$ cat config.mk
export PLATFORM = sky130hd
export DESIGN_NAME = multiport_ram_wr_queue_flat
export DESIGN_NICKNAME = d
export VERILOG_FILES = /design/src/rtl/multiport_ram_wr_queue_pkg.sv /design/src/rtl/multiport_ram_wr_queue_if.sv /design/src/rtl/multiport_ram_wr_queue.sv /design/src/flat_wrapper.sv
export SDC_FILE = /design/constraint.sdc
export NUM_CORES = 1
export LEC_CHECK = 0
export CORE_MARGIN = 10
export CORE_UTILIZATION = 55
export DETAILED_ROUTE_END_ITERATION = 8
export GPL_TIMING_DRIVEN = 0
export PLACE_DENSITY_LB_ADDON = 0.12
export SLEW_MARGIN = 20
export SYNTH_ARGS = -nofsm -noshare
export SYNTH_HDL_FRONTEND = slang
export SYNTH_SLANG_ARGS = --single-unit
export TNS_END_PERCENT = 20
$ cat constraint.sdc
create_clock -name clk_i -period 15.45 [get_ports clk_i]
set_input_delay 2.3175 -clock clk_i [delete_from_list [all_inputs] [get_ports clk_i]]
set_output_delay 2.3175 -clock clk_i [all_outputs]
set_load 0.02 [all_outputs]
$ cat src/rtl/multiport_ram_wr_queue_pkg.sv
//==============================================================================
// Module : multiport_ram_pkg
// Brief  : Shared types and pointer helper for the multiport RAM write queue.
// Rev    : 1.0  initial release
//==============================================================================
`default_nettype none

package multiport_ram_pkg;

    localparam int C_DEF_MEM_DEPTH   = 2048;
    localparam int C_DEF_MEM_WIDTH   = 32;
    localparam int C_DEF_INDEX_WIDTH = $clog2(C_DEF_MEM_DEPTH);

    typedef struct packed {
        logic [C_DEF_INDEX_WIDTH-1:0] addr;
        logic [C_DEF_MEM_WIDTH-1:0]   data;
    } wr_req_t;

    function automatic int unsigned q_ptr_inc(input int unsigned ptr,
                                              input int unsigned step,
                                              input int unsigned depth);
        return (ptr + step) % depth;
    endfunction

endpackage

`default_nettype wire

$ cat src/rtl/multiport_ram_wr_queue_if.sv
//==============================================================================
// Module : multiport_ram_wr_queue_if
// Brief  : Producer, RAM write-port and read-snoop bundle for the write queue.
// Rev    : 1.0  initial release
//==============================================================================
`default_nettype none

interface multiport_ram_wr_queue_if #(
    parameter int P_INDEX_WIDTH = 11,
    parameter int P_MEM_WIDTH   = 32,
    parameter int P_CNT_WIDTH   = 4
);
    logic [P_INDEX_WIDTH-1:0] in0_addr_i;
    logic [P_MEM_WIDTH-1:0]   in0_data_i;
    logic                     in0_valid_i;
    logic                     in0_ready_o;
    logic [P_INDEX_WIDTH-1:0] in1_addr_i;
    logic [P_MEM_WIDTH-1:0]   in1_data_i;
    logic                     in1_valid_i;
    logic                     in1_ready_o;
    logic                     drain_en_i;
    logic [P_INDEX_WIDTH-1:0] wra_addr_o;
    logic [P_MEM_WIDTH-1:0]   wra_data_o;
    logic                     wra_valid_o;
    logic [P_INDEX_WIDTH-1:0] wrb_addr_o;
    logic [P_MEM_WIDTH-1:0]   wrb_data_o;
    logic                     wrb_valid_o;
    logic [P_INDEX_WIDTH-1:0] rda_addr_i;
    logic [P_INDEX_WIDTH-1:0] rdb_addr_i;
    logic                     rda_pending_o;
    logic                     rdb_pending_o;
    logic [P_CNT_WIDTH-1:0]   count_o;
    logic                     empty_o;
    logic                     full_o;

    modport master (
        output in0_addr_i, in0_data_i, in0_valid_i,
        output in1_addr_i, in1_data_i, in1_valid_i,
        output drain_en_i, rda_addr_i, rdb_addr_i,
        input  in0_ready_o, in1_ready_o,
        input  wra_addr_o, wra_data_o, wra_valid_o,
        input  wrb_addr_o, wrb_data_o, wrb_valid_o,
        input  rda_pending_o, rdb_pending_o, count_o, empty_o, full_o
    );

    modport slave (
        input  in0_addr_i, in0_data_i, in0_valid_i,
        input  in1_addr_i, in1_data_i, in1_valid_i,
        input  drain_en_i, rda_addr_i, rdb_addr_i,
        output in0_ready_o, in1_ready_o,
        output wra_addr_o, wra_data_o, wra_valid_o,
        output wrb_addr_o, wrb_data_o, wrb_valid_o,
        output rda_pending_o, rdb_pending_o, count_o, empty_o, full_o
    );
endinterface

`default_nettype wire

$ cat src/rtl/multiport_ram_wr_queue.sv
//==============================================================================
// Module : multiport_ram_wr_queue
// Brief  : Dual-enqueue / dual-drain in-order write staging queue with
//          same-address coalescing and read-address pending snoop.
// Rev    : 1.0  initial release
//==============================================================================
`default_nettype none

module multiport_ram_wr_queue
    import multiport_ram_pkg::*;
#(
    parameter int P_MEM_DEPTH = 2048,
    parameter int P_MEM_WIDTH = 32,
    parameter int P_Q_DEPTH   = 8
) (
    input  wire logic                   clk_i,
    input  wire logic                   rst_n_i,
    multiport_ram_wr_queue_if.slave     bus
);

    localparam int LP_INDEX_WIDTH = $clog2(P_MEM_DEPTH);
    localparam int LP_CNT_WIDTH   = $clog2(P_Q_DEPTH) + 1;
    localparam int LP_PTR_WIDTH   = $clog2(P_Q_DEPTH);

    localparam logic [LP_CNT_WIDTH-1:0] C_DEPTH    = LP_CNT_WIDTH'(P_Q_DEPTH);
    localparam logic [LP_CNT_WIDTH-1:0] C_RDY0_MAX = LP_CNT_WIDTH'(P_Q_DEPTH - 1);
    localparam logic [LP_CNT_WIDTH-1:0] C_RDY1_MAX = LP_CNT_WIDTH'(P_Q_DEPTH - 2);
    localparam logic [LP_CNT_WIDTH-1:0] C_ZERO     = '0;
    localparam logic [LP_CNT_WIDTH-1:0] C_ONE      = LP_CNT_WIDTH'(1);
    localparam logic [LP_CNT_WIDTH-1:0] C_TWO      = LP_CNT_WIDTH'(2);

    logic [LP_INDEX_WIDTH-1:0] r_addr [P_Q_DEPTH];
    logic [P_MEM_WIDTH-1:0]    r_data [P_Q_DEPTH];
    logic [LP_PTR_WIDTH-1:0]   r_head;
    logic [LP_PTR_WIDTH-1:0]   r_tail;
    logic [LP_CNT_WIDTH-1:0]   r_count;

    logic                      w_rdy0, w_rdy1, w_acc0, w_acc1;
    logic                      w_pop_a, w_pop_b, w_coalesce;
    logic [LP_PTR_WIDTH-1:0]   w_head1, w_tail1, w_wr1_idx;
    logic [LP_CNT_WIDTH-1:0]   w_n_acc, w_n_pop;
    logic [P_Q_DEPTH-1:0]      w_hit_a, w_hit_b;

    // Ready looks only at the registered count; drains grant no same-cycle credit.
    assign w_rdy0 = rst_n_i && (r_count <= C_RDY0_MAX);
    assign w_rdy1 = rst_n_i && (r_count <= C_RDY1_MAX);
    assign w_acc0 = bus.in0_valid_i && w_rdy0;
    assign w_acc1 = bus.in1_valid_i && w_rdy1;

    assign w_pop_a = rst_n_i && bus.drain_en_i && (r_count >= C_ONE);
    assign w_pop_b = rst_n_i && bus.drain_en_i && (r_count >= C_TWO);

    assign w_head1   = LP_PTR_WIDTH'(q_ptr_inc(32'(r_head), 32'd1, P_Q_DEPTH));
    assign w_tail1   = LP_PTR_WIDTH'(q_ptr_inc(32'(r_tail), 32'd1, P_Q_DEPTH));
    assign w_wr1_idx = w_acc0 ? w_tail1 : r_tail;

    assign w_n_acc = LP_CNT_WIDTH'(w_acc0) + LP_CNT_WIDTH'(w_acc1);
    assign w_n_pop = LP_CNT_WIDTH'(w_pop_a) + LP_CNT_WIDTH'(w_pop_b);

    // Same-address pair: drop the older write, both entries still retire.
    assign w_coalesce = w_pop_b && (r_addr[r_head] == r_addr[w_head1]);

    assign bus.in0_ready_o = w_rdy0;
    assign bus.in1_ready_o = w_rdy1;
    assign bus.wra_addr_o  = r_addr[r_head];
    assign bus.wra_data_o  = r_data[r_head];
    assign bus.wra_valid_o = w_pop_a && !w_coalesce;
    assign bus.wrb_addr_o  = r_addr[w_head1];
    assign bus.wrb_data_o  = r_data[w_head1];
    assign bus.wrb_valid_o = w_pop_b;
    assign bus.count_o     = r_count;
    assign bus.empty_o     = !rst_n_i || (r_count == C_ZERO);
    assign bus.full_o      = rst_n_i && (r_count == C_DEPTH);

    // Slot i is occupied when its distance from head is below the count.
    for (genvar gi = 0; gi < P_Q_DEPTH; gi++) begin : g_snoop
        logic [LP_PTR_WIDTH-1:0] w_off;
        logic                    w_occ;
        assign w_off       = LP_PTR_WIDTH'(gi) - r_head;
        assign w_occ       = ({1'b0, w_off} < r_count);
        assign w_hit_a[gi] = w_occ && (r_addr[gi] == bus.rda_addr_i);
        assign w_hit_b[gi] = w_occ && (r_addr[gi] == bus.rdb_addr_i);
    end

    assign bus.rda_pending_o = rst_n_i && (|w_hit_a);
    assign bus.rdb_pending_o = rst_n_i && (|w_hit_b);

    always_ff @(posedge clk_i) begin
        if (!rst_n_i) begin
            r_head  <= '0;
            r_tail  <= '0;
            r_count <= '0;
        end else begin
            r_head  <= LP_PTR_WIDTH'(q_ptr_inc(32'(r_head), 32'(w_n_pop), P_Q_DEPTH));
            r_tail  <= LP_PTR_WIDTH'(q_ptr_inc(32'(r_tail), 32'(w_n_acc), P_Q_DEPTH));
            r_count <= r_count + w_n_acc - w_n_pop;
        end
    end

    always_ff @(posedge clk_i) begin
        if (w_acc0) begin
            r_addr[r_tail] <= bus.in0_addr_i;
            r_data[r_tail] <= bus.in0_data_i;
        end
        if (w_acc1) begin
            r_addr[w_wr1_idx] <= bus.in1_addr_i;
            r_data[w_wr1_idx] <= bus.in1_data_i;
        end
    end

endmodule

`default_nettype wire

$ cat src/flat_wrapper.sv
// flat-port wrapper written by rule: the top's interface ports become plain ports
module multiport_ram_wr_queue_flat import multiport_ram_pkg::*;
#(
    parameter int P_MEM_DEPTH = 2048,
    parameter int P_MEM_WIDTH = 32,
    parameter int P_Q_DEPTH   = 8
)
  (clk_i, rst_n_i, bus_in0_addr_i, bus_in0_data_i, bus_in0_valid_i, bus_in1_addr_i, bus_in1_data_i, bus_in1_valid_i, bus_drain_en_i, bus_rda_addr_i, bus_rdb_addr_i, bus_in0_ready_o, bus_in1_ready_o, bus_wra_addr_o, bus_wra_data_o, bus_wra_valid_o, bus_wrb_addr_o, bus_wrb_data_o, bus_wrb_valid_o, bus_rda_pending_o, bus_rdb_pending_o, bus_count_o, bus_empty_o, bus_full_o);
  multiport_ram_wr_queue_if #(.P_INDEX_WIDTH((11)), .P_MEM_WIDTH(P_MEM_WIDTH), .P_CNT_WIDTH((4))) bus_i ();
  input  wire logic clk_i;
  input  wire logic rst_n_i;
  input wire logic [$bits(bus_i.in0_addr_i)-1:0] bus_in0_addr_i;
  input wire logic [$bits(bus_i.in0_data_i)-1:0] bus_in0_data_i;
  input wire logic [$bits(bus_i.in0_valid_i)-1:0] bus_in0_valid_i;
  input wire logic [$bits(bus_i.in1_addr_i)-1:0] bus_in1_addr_i;
  input wire logic [$bits(bus_i.in1_data_i)-1:0] bus_in1_data_i;
  input wire logic [$bits(bus_i.in1_valid_i)-1:0] bus_in1_valid_i;
  input wire logic [$bits(bus_i.drain_en_i)-1:0] bus_drain_en_i;
  input wire logic [$bits(bus_i.rda_addr_i)-1:0] bus_rda_addr_i;
  input wire logic [$bits(bus_i.rdb_addr_i)-1:0] bus_rdb_addr_i;
  output wire logic [$bits(bus_i.in0_ready_o)-1:0] bus_in0_ready_o;
  output wire logic [$bits(bus_i.in1_ready_o)-1:0] bus_in1_ready_o;
  output wire logic [$bits(bus_i.wra_addr_o)-1:0] bus_wra_addr_o;
  output wire logic [$bits(bus_i.wra_data_o)-1:0] bus_wra_data_o;
  output wire logic [$bits(bus_i.wra_valid_o)-1:0] bus_wra_valid_o;
  output wire logic [$bits(bus_i.wrb_addr_o)-1:0] bus_wrb_addr_o;
  output wire logic [$bits(bus_i.wrb_data_o)-1:0] bus_wrb_data_o;
  output wire logic [$bits(bus_i.wrb_valid_o)-1:0] bus_wrb_valid_o;
  output wire logic [$bits(bus_i.rda_pending_o)-1:0] bus_rda_pending_o;
  output wire logic [$bits(bus_i.rdb_pending_o)-1:0] bus_rdb_pending_o;
  output wire logic [$bits(bus_i.count_o)-1:0] bus_count_o;
  output wire logic [$bits(bus_i.empty_o)-1:0] bus_empty_o;
  output wire logic [$bits(bus_i.full_o)-1:0] bus_full_o;
  assign bus_i.in0_addr_i = bus_in0_addr_i;
  assign bus_i.in0_data_i = bus_in0_data_i;
  assign bus_i.in0_valid_i = bus_in0_valid_i;
  assign bus_i.in1_addr_i = bus_in1_addr_i;
  assign bus_i.in1_data_i = bus_in1_data_i;
  assign bus_i.in1_valid_i = bus_in1_valid_i;
  assign bus_i.drain_en_i = bus_drain_en_i;
  assign bus_i.rda_addr_i = bus_rda_addr_i;
  assign bus_i.rdb_addr_i = bus_rdb_addr_i;
  assign bus_in0_ready_o = bus_i.in0_ready_o;
  assign bus_in1_ready_o = bus_i.in1_ready_o;
  assign bus_wra_addr_o = bus_i.wra_addr_o;
  assign bus_wra_data_o = bus_i.wra_data_o;
  assign bus_wra_valid_o = bus_i.wra_valid_o;
  assign bus_wrb_addr_o = bus_i.wrb_addr_o;
  assign bus_wrb_data_o = bus_i.wrb_data_o;
  assign bus_wrb_valid_o = bus_i.wrb_valid_o;
  assign bus_rda_pending_o = bus_i.rda_pending_o;
  assign bus_rdb_pending_o = bus_i.rdb_pending_o;
  assign bus_count_o = bus_i.count_o;
  assign bus_empty_o = bus_i.empty_o;
  assign bus_full_o = bus_i.full_o;
  multiport_ram_wr_queue #(.P_MEM_DEPTH(P_MEM_DEPTH), .P_MEM_WIDTH(P_MEM_WIDTH), .P_Q_DEPTH(P_Q_DEPTH)) u_core (.clk_i(clk_i), .rst_n_i(rst_n_i), .bus(bus_i));
endmodule
* Word level (Yosys, flattened, before mapping) *
Memories as Yosys holds them, arrays and structs flattened. A register that Yosys moved wholly into a read port is not among the register bits.
Index checks and enable logic that the tools add are counted.

word-level totals
  register bits = 10
  memory bits (writable) = 344
  input bits = 113
  output and inout port bits = 98
  word-level logic and storage cells = 92
  memories kept = 2

operators by class
  add/subtract/negate cells = 16
  order comparisons = 12
  eq/ne operators = 18
  mux-type cells = 7
  reduce and logical (&&, ||, !) cells = 34

memory list
  memory         words  width  rd ports  clocked after Yosys merged registers in  write ports  RTL line                      RTL
  u_core.r_data  8      32     2         1                                        2            multiport_ram_wr_queue.sv:33  logic [P_MEM_WIDTH-1:0] r_data [P_Q_DEPTH];
  u_core.r_addr  8      11     10        1                                        2            multiport_ram_wr_queue.sv:32  logic [LP_INDEX_WIDTH-1:0] r_addr [P_Q_DEPTH];

operators with widths
  operator             count
  $eq 11x11->1         17
  $lt 3x4->1           8
  $logic_and 1x1->1    28
  $reduce_or 8->1      2
  $sub 3x3->3 const A  4
  $mux 3               3
  $le 4x3->1 const B   2
  $add 3x1->3 const B  2
  $add 3x3->3          2
  $sub 1x3->3 const A  2
  $sub 2x3->3 const A  2
  $add 1x1->2          2
  $add 4x4->4          1
  $eq 4x4->1 const B   1
  $ge 4x1->1 const B   1
  $ge 4x2->1 const B   1
  $logic_not 4->1      1
  $mux 1               4
  $sub 4x4->4          1
  $logic_not 1->1      2
  $logic_or 1x1->1     1

* Logic depth before layout (Yosys ltp) *
Gate-level depths: netlist of the first run.

  depth in word-level cells = 6
  mapped depth = 15
  mapped depth without buffers = 14

* Worst setup path after synthesis of the first run *
Ideal clock, no wire load.

  kind = input to register
  start point = input bus_in0_valid_i
  end point = memory u_core.r_addr[1][0] (netlist bit), enable pin
  setup time = 511 ps
  data arrival time = 6134 ps
  data required time = 14939 ps
  path slack = 8805 ps
  cell stages on the path = 4
  path buffers = 1
  cell sequence = o211a_1 buf_2 nand2_1 o32ai_1

RTL lines
  element          RTL line                      RTL
  start, declared  flat_wrapper.sv:14            input wire logic [$bits(bus_i.in0_valid_i)-1:0] bus_in0_valid_i;
  end, declared    multiport_ram_wr_queue.sv:32

* Worst setup path in the final report of the first run *
  start point = register u_core.r_head[1]
  end point = output bus_wra_valid_o

between the ends
  longest elaborated chain between the ends = 6

RTL lines
  element                 RTL line                          RTL
  start, declared         multiport_ram_wr_queue.sv:34      logic [LP_PTR_WIDTH-1:0] r_head;
  start signal, assigned  multiport_ram_wr_queue.sv:94      r_head <= LP_PTR_WIDTH'(q_ptr_inc(32'(r_head), 32'(w_n_pop), P_Q_DEPTH));
  $add 3x1->3             multiport_ram_wr_queue_pkg.sv:22  return (ptr + step) % depth;
  $mem_v2 8x11            --
  $eq 11x11->1            multiport_ram_wr_queue.sv:61      assign w_coalesce = w_pop_b && (r_addr[r_head] == r_addr[w_head1]);
  $logic_and 1x1->1       multiport_ram_wr_queue.sv:61
  $logic_not 1->1         multiport_ram_wr_queue.sv:67      assign bus.wra_valid_o = w_pop_a && !w_coalesce;
  $logic_and 1x1->1       multiport_ram_wr_queue.sv:67
  end, declared           flat_wrapper.sv:25                output wire logic [$bits(bus_i.wra_valid_o)-1:0] bus_wra_valid_o;

No other way between the ends.

==> impl_metrics.toml, run 1 <==
[run_status]
status = "finished, final reports clean"

[global_route]
grt_antenna_before_repair = 9
grt_usage = 0.295
grt_overflow = 0
grt_pass1_wl_mm = 111
grt_pass1_vias = 16600
grt_start_max_net_pins = 19

[clocking]
cts_root_buf = "clkbuf_16"
insertion_delay_ps = 580
path_clk_slew_ps = 60
htree_num_levels = 2
cts_buffers = 40
cts_setup_buffers = 0
cts_tree = "built"
cts_hold_buf = 0
cts_buffer_depth = 3
ctsResizeCount = 0
cts_sinks = 354

[detailed_routing]
wl_per_cell_um = 30.3
via_per_inst = 6.47
drc = 0
wl_mm = 76.0
drt_pass1_iterations = 5
ant_nets = 0
vias = 16300
dr.first_iter.drc_count = 1933

[timing]
slew_viol_final = 0
rsz0062_at_grt = "no"
worstMarginPinSlew_ps = 1090
timing.fmax_mhz = 107
setup-tns-final_ps = 0
clock-skew-final_ps = 16.3
setup_violations = 0
whs_ps = 636
hold_viol_final = 0
post-route-period-util = 0.604
slew_headroom = 0.271
period_needed_ps = 9330

[floorplanning]
io_pins = 211
die_w_um = 226
num_rows = 75
start_util = 0.557
die_h_um = 226
dieArea_sq_um = 51200
core-area_sq_um = 42000

[placement]
io_buffers = 188
gp_congestion = 0.958
dp_hpwl_mm = 54.9
place_area_sq_um = 26700

[synth]
postSynth.topFlopCell = "edfxtp_1"
ys_warn_count = 0
synth_area_sq_um = 23400
synth.yosys.seq_area_share = 0.450
async_flop_share = 0
postSynthCellCount = 1687
synth-edff-count = 344
synth_top_area_share = 0.441
syn_nets = 1832
synth.most_common_cell = "edfxtp_1"
syn_area_per_cell_sq_um = 13.9
yosys-top-cells-area = "edfxtp_1 44%, mux4_2 16%, mux2_1 16%, xor2_1 7.4%, nand2_1 3.8%"
ys_top_cells_by_count = "344 x edfxtp_1, 330 x mux2_1, 234 x nand2_1"
ys_ff_latch = 354
yosysTopAreaCell = "edfxtp_1"
yosysUniqueCellTypes = 54

[worst_setup_path]
critical_path_class = "register to output pin"
cp.arrival_ps = 7010
critPathCaptureType = "output pin"
critPathRequiredTime_ps = 13130
start_kind = "register"
crit_fanout = 10

[pwr]
leakage_uw = 0.00965
peakVddDrop_uv = 116
power_density_nw_per_um2 = 142

[finish]
design_area_sq_um = 27800
syn2layout_area_growth_pct = 18.9
nets = 2090
drive_gt1_frac = 0.181

[min_path]
hold_class = "register to register"

[run]
maxCapViolations = 0
flip-flops by register name, indices dropped and copies added, names as in the netlist:
register	flops
u_core.r_addr	88
u_core.r_tail	3
u_core.r_data	256
u_core.r_head	3
u_core.bus.count_o	4
metal layers:
metal  track usage  vias to the layer above  share of wire
met2         0.479                      842           0.48
met5             0                        -        0.00097
met1         0.375                     8264           0.39
met3        0.0745                      171          0.096
li1              -                     6972              -
met4         0.113                       10          0.037
metrics by stage:
step                      power (uW)  utilization  setup WS [ps]  instances
after floorplan                 2380            -           8810       1687
after global placement          3060        0.617           3460       2414
after detailed placement        3100        0.634           6770       2442
after CTS                       3970        0.662           6140       2508
after global routing            4120        0.662           5970       2511
final                           3960        0.662           6120       2512
cell families (layout without fill, tap and decap cells):
family | after synthesis | after routing | share of synthesized area
muxes | 539 | 539 | 0.339
and+or+nand+nor | 362 | 362 | 0.0688
DFF | 354 | 354 | 0.450
xor gates and xnor gates | 210 | 210 | 0.0794
buffers and inverters | 143 | 425 | 0.0318
AOI/OAI and AO/OA | 47 | 47 | 0.0135
adders and majority gates | 32 | 32 | 0.0178
other | 0 | 4 | 0
layout by cell type, fill, tap and decap left out, types with 32 or more instances in the layout:
cell,netlist,final
edfxtp_1,344,344
mux2_1,330,330
nand2_1,234,234
xor2_1,199,199
clkdlybuf4s50_1,0,188
mux4_2,167,167
clkbuf_1,41,53
clkbuf_16,0,40
buf_2,33,33
nor4_1,32,32
final timing paths:
kind / start / to / slack, ps / cells after the start
hold reg to reg: u_core.r_head[0] / u_core.r_head[0] / 640 / 2
setup / recovery: u_core.r_head[1] / bus_wra_valid_o / 6120 / 15
hold / removal: u_core.r_head[0] / u_core.r_head[0] / 640 / 2
setup reg to reg: u_core.bus.count_o[3] / u_core.r_data[6][20] / 11510 / 15
final cells by class:
type / instances / area [sq um]
Inverter: 24 / 91.3
Timing Repair Buffer: 216 / 2490
Fill cell: 3095 / 14200
Buffer: 119 / 653
Sequential cell: 354 / 10500
Antenna cell: 4 / 10.0
Clock inverter: 14 / 96.3
Tap cell: 539 / 674
Multi-Input combinational cell: 1190 / 12200
Clock buffer: 52 / 1050
worst max-delay path: stages (launching register included):
cell and delay [ps]:
dfxtp_1 370, buf_2 270, buf_2 380, buf_2 410
buf_2 440, buf_2 420, inv_1 190, ha_1 370
buf_2 340, clkinv_1 590, mux4_2 510, xnor2_1 160
or4b_1 650, nor4b_2 430, a31oi_1 240, clkdlybuf4s50_1 600
power by group:
part	internal, uW	switching, uW	total (uW)	leakage, uW
Clock	477	395	871	0.000550
Sequential	1130	46.4	1180	0.00320
Combinational	876	1040	1910	0.00590
Total	2490	1480	3960	0.00965
No activity file was read; power rests on OpenSTA's default activity.
==> inputs of run 2 (changes only) <==
clock period = 9.53 ns   (was 15.45 ns; I/O delays follow)
==> results of run 2 <==
The final DEF is identical to that of run 1. Status: finished, final reports clean.
Among the figures that moved: setup slack after placement 6770 ps -> 1740 ps; setup slack after layout 6120 ps -> 1090 ps; register-to-register setup slack 11510 ps -> 5590 ps; total power 3960 uW -> 6430 uW; worst IR drop on VDD 116 uV -> 189 uV
